File: config.mk
export PLATFORM = sky130hd
export DESIGN_NAME = instruction_fetch_unit_flat
export DESIGN_NICKNAME = d
export VERILOG_FILES = /design/src/rtl/instruction_fetch_unit_pkg.sv /design/src/rtl/instruction_fetch_unit_if.sv /design/src/rtl/instruction_fetch_unit_fetch_buffer.sv /design/src/rtl/instruction_fetch_unit.sv /design/src/flat_wrapper.sv
export SDC_FILE = /design/constraint.sdc
export NUM_CORES = 1
export LEC_CHECK = 0
export BUFFER_PORTS_ARGS = -buffer_cell sky130_fd_sc_hd__buf_2
export CORE_MARGIN = 2
export CORE_UTILIZATION = 58
export CTS_CLUSTER_DIAMETER = 60
export DETAILED_ROUTE_END_ITERATION = 7
export PLACE_DENSITY_LB_ADDON = 0.25
export REMOVE_ABC_BUFFERS = 1
export SETUP_SLACK_MARGIN = 0.5
export SLEW_MARGIN = 15
export SYNTH_ARGS = -nofsm -noshare
export SYNTH_HDL_FRONTEND = slang
export SYNTH_HIERARCHICAL = 1
export SYNTH_SLANG_ARGS = --single-unit
export TNS_END_PERCENT = 1
File: constraint.sdc
create_clock -name CLK -period 7.3 [get_ports CLK]
set_input_delay 0.73 -clock CLK [delete_from_list [all_inputs] [get_ports CLK]]
set_output_delay 0.73 -clock CLK [all_outputs]
set_load 0.1 [all_outputs]
File: src/rtl/instruction_fetch_unit_pkg.sv
// instruction_fetch_unit_pkg: shared widths, FSM states and buffer entry layout for the fetch unit
package instruction_fetch_unit_pkg;
  localparam int OPCODE_WIDTH = 5;
  localparam int ADDR_WIDTH = 14;
  localparam int WORD_SIZE = OPCODE_WIDTH + ADDR_WIDTH;
  localparam int BUF_DEPTH = 2;
  localparam logic [ADDR_WIDTH-1:0] RESET_PC = '0;
  typedef enum logic [1:0] {IDLE, REQ, WAIT, DRAIN} fetch_state_t;
  typedef struct packed {
    logic [ADDR_WIDTH-1:0] pc;
    logic [WORD_SIZE-1:0]  instr;
  } fetch_entry_t;
endpackage

File: src/rtl/instruction_fetch_unit_if.sv
// instruction_fetch_unit_if: instruction-memory read bus plus instruction-register valid/ready handshake
interface instruction_fetch_unit_if;
  import instruction_fetch_unit_pkg::*;
  logic                  mem_req;
  logic [ADDR_WIDTH-1:0] mem_addr;
  logic                  mem_gnt;
  logic                  mem_rvalid;
  logic [WORD_SIZE-1:0]  mem_rdata;
  logic                  instr_valid;
  logic [WORD_SIZE-1:0]  instr_out;
  logic [ADDR_WIDTH-1:0] instr_pc;
  logic                  instr_ready;
  modport master (
    output mem_req, mem_addr, instr_valid, instr_out, instr_pc,
    input  mem_gnt, mem_rvalid, mem_rdata, instr_ready
  );
  modport slave (
    input  mem_req, mem_addr, instr_valid, instr_out, instr_pc,
    output mem_gnt, mem_rvalid, mem_rdata, instr_ready
  );
endinterface

File: src/rtl/instruction_fetch_unit_fetch_buffer.sv
// fetch_buffer: small synchronous FIFO of fetched {pc, instr} entries with flush
module fetch_buffer
  import instruction_fetch_unit_pkg::*;
#(
  parameter int DEPTH = BUF_DEPTH
) (
  input  logic                         clk,
  input  logic                         rst,
  input  logic                         push,
  input  logic                         pop,
  input  logic                         flush,
  input  fetch_entry_t                 din,
  output fetch_entry_t                 head,
  output logic [$clog2(DEPTH+1)-1:0]   count,
  output logic                         empty,
  output logic                         full
);
  localparam int CW = $clog2(DEPTH + 1);
  localparam int PW = DEPTH > 1 ? $clog2(DEPTH) : 1;
  localparam logic [PW-1:0] LAST = PW'(DEPTH - 1);
  fetch_entry_t mem [DEPTH];
  logic [PW-1:0] rd, wr;
  logic do_push, do_pop;
  assign empty = count == '0;
  assign full = count == CW'(DEPTH);
  assign do_pop = pop && !empty;
  assign do_push = push && (!full || do_pop);
  assign head = mem[rd];
  always_ff @(posedge clk) begin
    if (rst || flush) begin
      rd <= '0;
      wr <= '0;
      count <= '0;
    end else begin
      if (do_push) wr <= wr == LAST ? '0 : wr + PW'(1);
      if (do_pop) rd <= rd == LAST ? '0 : rd + PW'(1);
      count <= count + CW'(do_push) - CW'(do_pop);
    end
  end
  always_ff @(posedge clk) begin
    if (do_push) mem[wr] <= din;
  end
endmodule

File: src/rtl/instruction_fetch_unit.sv
// instruction_fetch_unit: PC and request FSM issuing single-outstanding reads into a prefetch buffer
module instruction_fetch_unit
  import instruction_fetch_unit_pkg::*;
(
  input  logic                  CLK,
  input  logic                  RST,
  input  logic                  halt,
  input  logic                  redirect,
  input  logic [ADDR_WIDTH-1:0] redirect_pc,
  output logic [ADDR_WIDTH-1:0] fetch_pc,
  instruction_fetch_unit_if.master bus
);
  localparam int CW = $clog2(BUF_DEPTH + 1);
  fetch_state_t state, state_n;
  logic [ADDR_WIDTH-1:0] pc, req_pc;
  logic [CW-1:0] count;
  logic empty, full, push, pop, granted, room_wait;
  fetch_entry_t head, din;
  assign granted = state == REQ && bus.mem_gnt;
  assign pop = bus.instr_valid && bus.instr_ready;
  // a response arriving together with a redirect belongs to the old stream
  assign push = state == WAIT && bus.mem_rvalid && !redirect;
  assign room_wait = int'(count) + 1 - int'(pop) < BUF_DEPTH;
  assign din = {req_pc, bus.mem_rdata};
  always_comb begin
    state_n = state;
    unique case (state)
      IDLE:  state_n = !redirect && !halt && !full ? REQ : IDLE;
      REQ:   state_n = bus.mem_gnt ? (redirect ? DRAIN : WAIT) : (redirect ? IDLE : REQ);
      WAIT:  state_n = bus.mem_rvalid ? (!redirect && !halt && room_wait ? REQ : IDLE)
                                      : (redirect ? DRAIN : WAIT);
      DRAIN: state_n = bus.mem_rvalid ? IDLE : DRAIN;
      default: state_n = IDLE;
    endcase
  end
  always_ff @(posedge CLK) begin
    if (RST) begin
      state <= IDLE;
      pc <= RESET_PC;
      req_pc <= RESET_PC;
    end else begin
      state <= state_n;
      if (redirect) pc <= redirect_pc;
      else if (granted) pc <= pc + ADDR_WIDTH'(1);
      if (granted) req_pc <= pc;
    end
  end
  fetch_buffer #(.DEPTH(BUF_DEPTH)) u_buf (
    .clk(CLK),
    .rst(RST),
    .push(push),
    .pop(pop),
    .flush(redirect),
    .din(din),
    .head(head),
    .count(count),
    .empty(empty),
    .full(full)
  );
  assign bus.mem_req = state == REQ;
  assign bus.mem_addr = pc;
  assign bus.instr_valid = !empty;
  assign bus.instr_out = empty ? '0 : head.instr;
  assign bus.instr_pc = empty ? '0 : head.pc;
  assign fetch_pc = pc;
endmodule

File: src/flat_wrapper.sv
// flat-port wrapper written by rule: the top's interface ports become plain ports
module instruction_fetch_unit_flat import instruction_fetch_unit_pkg::*;
  (CLK, RST, halt, redirect, redirect_pc, fetch_pc, bus_mem_req, bus_mem_addr, bus_instr_valid, bus_instr_out, bus_instr_pc, bus_mem_gnt, bus_mem_rvalid, bus_mem_rdata, bus_instr_ready);
  instruction_fetch_unit_if bus_i ();
  input  logic CLK;
  input  logic RST;
  input  logic halt;
  input  logic redirect;
  input  logic [ADDR_WIDTH-1:0] redirect_pc;
  output logic [ADDR_WIDTH-1:0] fetch_pc;
  output wire logic [$bits(bus_i.mem_req)-1:0] bus_mem_req;
  output wire logic [$bits(bus_i.mem_addr)-1:0] bus_mem_addr;
  output wire logic [$bits(bus_i.instr_valid)-1:0] bus_instr_valid;
  output wire logic [$bits(bus_i.instr_out)-1:0] bus_instr_out;
  output wire logic [$bits(bus_i.instr_pc)-1:0] bus_instr_pc;
  input wire logic [$bits(bus_i.mem_gnt)-1:0] bus_mem_gnt;
  input wire logic [$bits(bus_i.mem_rvalid)-1:0] bus_mem_rvalid;
  input wire logic [$bits(bus_i.mem_rdata)-1:0] bus_mem_rdata;
  input wire logic [$bits(bus_i.instr_ready)-1:0] bus_instr_ready;
  assign bus_mem_req = bus_i.mem_req;
  assign bus_mem_addr = bus_i.mem_addr;
  assign bus_instr_valid = bus_i.instr_valid;
  assign bus_instr_out = bus_i.instr_out;
  assign bus_instr_pc = bus_i.instr_pc;
  assign bus_i.mem_gnt = bus_mem_gnt;
  assign bus_i.mem_rvalid = bus_mem_rvalid;
  assign bus_i.mem_rdata = bus_mem_rdata;
  assign bus_i.instr_ready = bus_instr_ready;
  instruction_fetch_unit u_core (.CLK(CLK), .RST(RST), .halt(halt), .redirect(redirect), .redirect_pc(redirect_pc), .fetch_pc(fetch_pc), .bus(bus_i));
endmodule
==> impl_metrics.env <==
export IMPL_setup_ws_ns=4.633
export IMPL_die_area_um2=8297
export IMPL_crit_type="reg2out"
export IMPL_dr_pass1_iters=4
export IMPL_crit_arrival_ns=1.94
export IMPL_status="complete, no violations"
export IMPL_vdd_drop_max_v=0.0001186
export IMPL_ys_types=40
export IMPL_nNetsFinal=483
export IMPL_fill_cells=580
export IMPL_p_clk_frac=0.313
export IMPL_slowest_delay_ns=0.45
export IMPL_final_util=0.6972
export IMPL_stdcell_count=545
export IMPL_path_max_fanout=33
export IMPL_fin_crit_ns=2.667
export IMPL_yosysWarnings=6
export IMPL_hp_start="u_core/req_pc[9]"
export IMPL_hold_buffers=0
export IMPL_antenna_cells=0
export IMPL_cap_violations=0
export IMPL_grt_usage=0.1881
export IMPL_path_cells="buf_4 -> mux2_2 -> nor2b_1 -> buf_2"
export IMPL_clock_sinks=101
export IMPL_syn_area_per_cell_um2=12.32
export IMPL_dp_hpwl_mm=5.123
export IMPL_cp_end_kind="output pin"
export IMPL_skew_ns=0.004405
export IMPL_synth_edf_count=66
export IMPL_start_kind="register"
export IMPL_grt_overflow_total=0
export IMPL_start_util=0.6033
export IMPL_vias=2849
export IMPL_avgRoutedWirePerCell_um=14.23
export IMPL_combPwrFrac=0.120
export IMPL_p_seq_frac=0.567
export IMPL_viasPerCell=5.228
export IMPL_worstMarginPinSlew_ns=0.9579
export IMPL_die_h_um=91.09
export IMPL_path_clk_slew_ns=0.09
export IMPL_finalSetupViolations=0
export IMPL_dpl_worst_slack_ns=4.541
export IMPL_fp_dieW_um=91.09
export IMPL_tns_ns=0
export IMPL_drc_errors=0
export IMPL_crit_required_ns=6.57
export IMPL_drt_iter0_markers=138
export IMPL_crit_slowest_cell="buf_2"
export IMPL_clock_tree_htree_level_count=3
export IMPL_hold_ws_ns=0.4647
export IMPL_min_path_type="reg2reg"
export IMPL_max_slew_margin_rel=0.3599
export IMPL_post_cts_buffers=0
export IMPL_rows=31
export IMPL_ys_seq_area_frac=0.6098
export IMPL_synth_area_um2=4399
export IMPL_cts_root_buf="clkbuf_8"
export IMPL_grt_pass1_wl_mm=12.52
export IMPL_synth_seq_cells=101
export IMPL_worstSkewPairLatency_ns=0.35
export IMPL_yosys_top_cells_area="edfxtp_1 45%, dfxtp_1 16%, mux2_2 8.7%"
export IMPL_num_io_pins=103
export IMPL_synth_async_sr_flop_share=0
export IMPL_ctsResizeCount=0
export IMPL_synth_ff_type="edfxtp_1"
export IMPL_rsz0062_at_grt="no"
export IMPL_drt_wl_total_mm=7.756
export IMPL_area_growth_pct=15.56
export IMPL_grt_pass1_vias=2664
export IMPL_cts_path_max_buffers=2
export IMPL_p_total_mw=1.107
export IMPL_hold_viol=0
export IMPL_p_leak_nw=1.887
export IMPL_gp_congestion=0.8049
export IMPL_max_freq_ghz=0.3750
export IMPL_r2r_start="u_core/u_buf/count[0]"
export IMPL_placed_cells=529
export IMPL_drive_gt1_frac=0.3812
export IMPL_finalMaxSlewViolations=0
export IMPL_syn_inst=357
export IMPL_cts_tree="yes"
export IMPL_synth_largest_type_area_fraction=0.4505
export IMPL_grt_max_degree=36
export IMPL_dpl_cell_area_um2=4887
export IMPL_swShare=0.2772
export IMPL_numCtsBuffers=9
export IMPL_final_antenna_net_count=0
export IMPL_p_int_mw=0.7999
export IMPL_switchingPower_mw=0.3067
export IMPL_design_area_um2=5084
export IMPL_period_share=0.3653
export IMPL_power_density_nw_per_um2=217.7
export IMPL_io_buffers=102
export IMPL_core_area_um2=7292
export IMPL_synth_top_area_cell="edfxtp_1"
export IMPL_antenna_found_initial=0
sequential cells by signal, summed over array words and instances (netlist names), named ones only:
signal,cells
u_core/bus.mem_addr,14
u_core/u_buf/rd,1
u_core/state,2
u_core/u_buf/mem,66
u_core/u_buf/wr,1
u_core/u_buf/count,2
u_core/req_pc,14
metal layers:
metal	vias up	track usage	wire [um]
li1	1422	-	-
met1	1312	0.2492	3427
met2	109	0.3136	3751
met4	0	0.06818	81
met5	-	0	0
met3	6	0.03154	495
power by group through the flow:
stage	Clock, mW	Sequential (mW)	Combinational (mW)
finish	0.346	0.627	0.133
floorplan	0	0.715	0.0257
detailed placement	0	0.640	0.134
CTS	0.353	0.627	0.134
global placement	0	0.640	0.132
global route	0.377	0.629	0.139
final cells by class:
class	count	area, um2	area share
multi-input cells	217	1525	0.3000
well taps	99	123.9	0.02437
clock buffers	9	123.9	0.02437
clock inverters	7	72.57	0.01428
flip-flops and latches	101	2683	0.5277
repair buffers	104	525.5	0.1034
inverters	8	30.03	0.005907
cell usage after synthesis, drive strengths merged, types with 7 or more instances:
| master | instances |
|---|---|
| nand2 | 35 |
| inv | 7 |
| a21oi | 21 |
| mux2 | 34 |
| clkbuf | 8 |
| nor2b | 35 |
| xnor2 | 10 |
| buf | 23 |
| edfxtp | 66 |
| dfxtp | 35 |
| nor2 | 22 |
cells by family after synthesis:
logic type | after synthesis | synth area share
AO/OA/AOI/OAI | 43 | 0.06200
XOR/XNOR | 14 | 0.02787
adder cells (fa/ha/maj) | 2 | 0.005687
buffers and inverters | 39 | 0.04750
flip-flops | 101 | 0.6098
multiplexers | 35 | 0.08931
AND/OR/NAND/NOR | 123 | 0.1579
cells in the final DEF, fill, tap and decap left out, drive strengths merged, types with 10 or more instances in the layout:
| cell | n |
|---|---|
| a21oi | 21 |
| nand2 | 35 |
| xnor2 | 10 |
| nor2 | 22 |
| edfxtp | 66 |
| dfxtp | 35 |
| buf | 104 |
| mux2 | 34 |
| nor2b | 35 |
worst max-delay path, delay by kind of cell, from the launching register on:
family / cells / cell delay, ns
simple gates: 1 / 0.18
buf+inv: 2 / 0.82
mux: 1 / 0.25
flops: 1 / 0.32
final timing paths:
path                                                end  slack, ns  cells after the start
worst max-delay path                    bus_instr_pc[5]       4.63                      4
worst min-delay path            u_core/u_buf/mem[0][28]       0.46                      0
worst max register to register  u_core/u_buf/mem[0][13]       4.78                      5
worst min register to register  u_core/u_buf/mem[0][28]       0.46                      0
(Power assumes the default switching activity.)
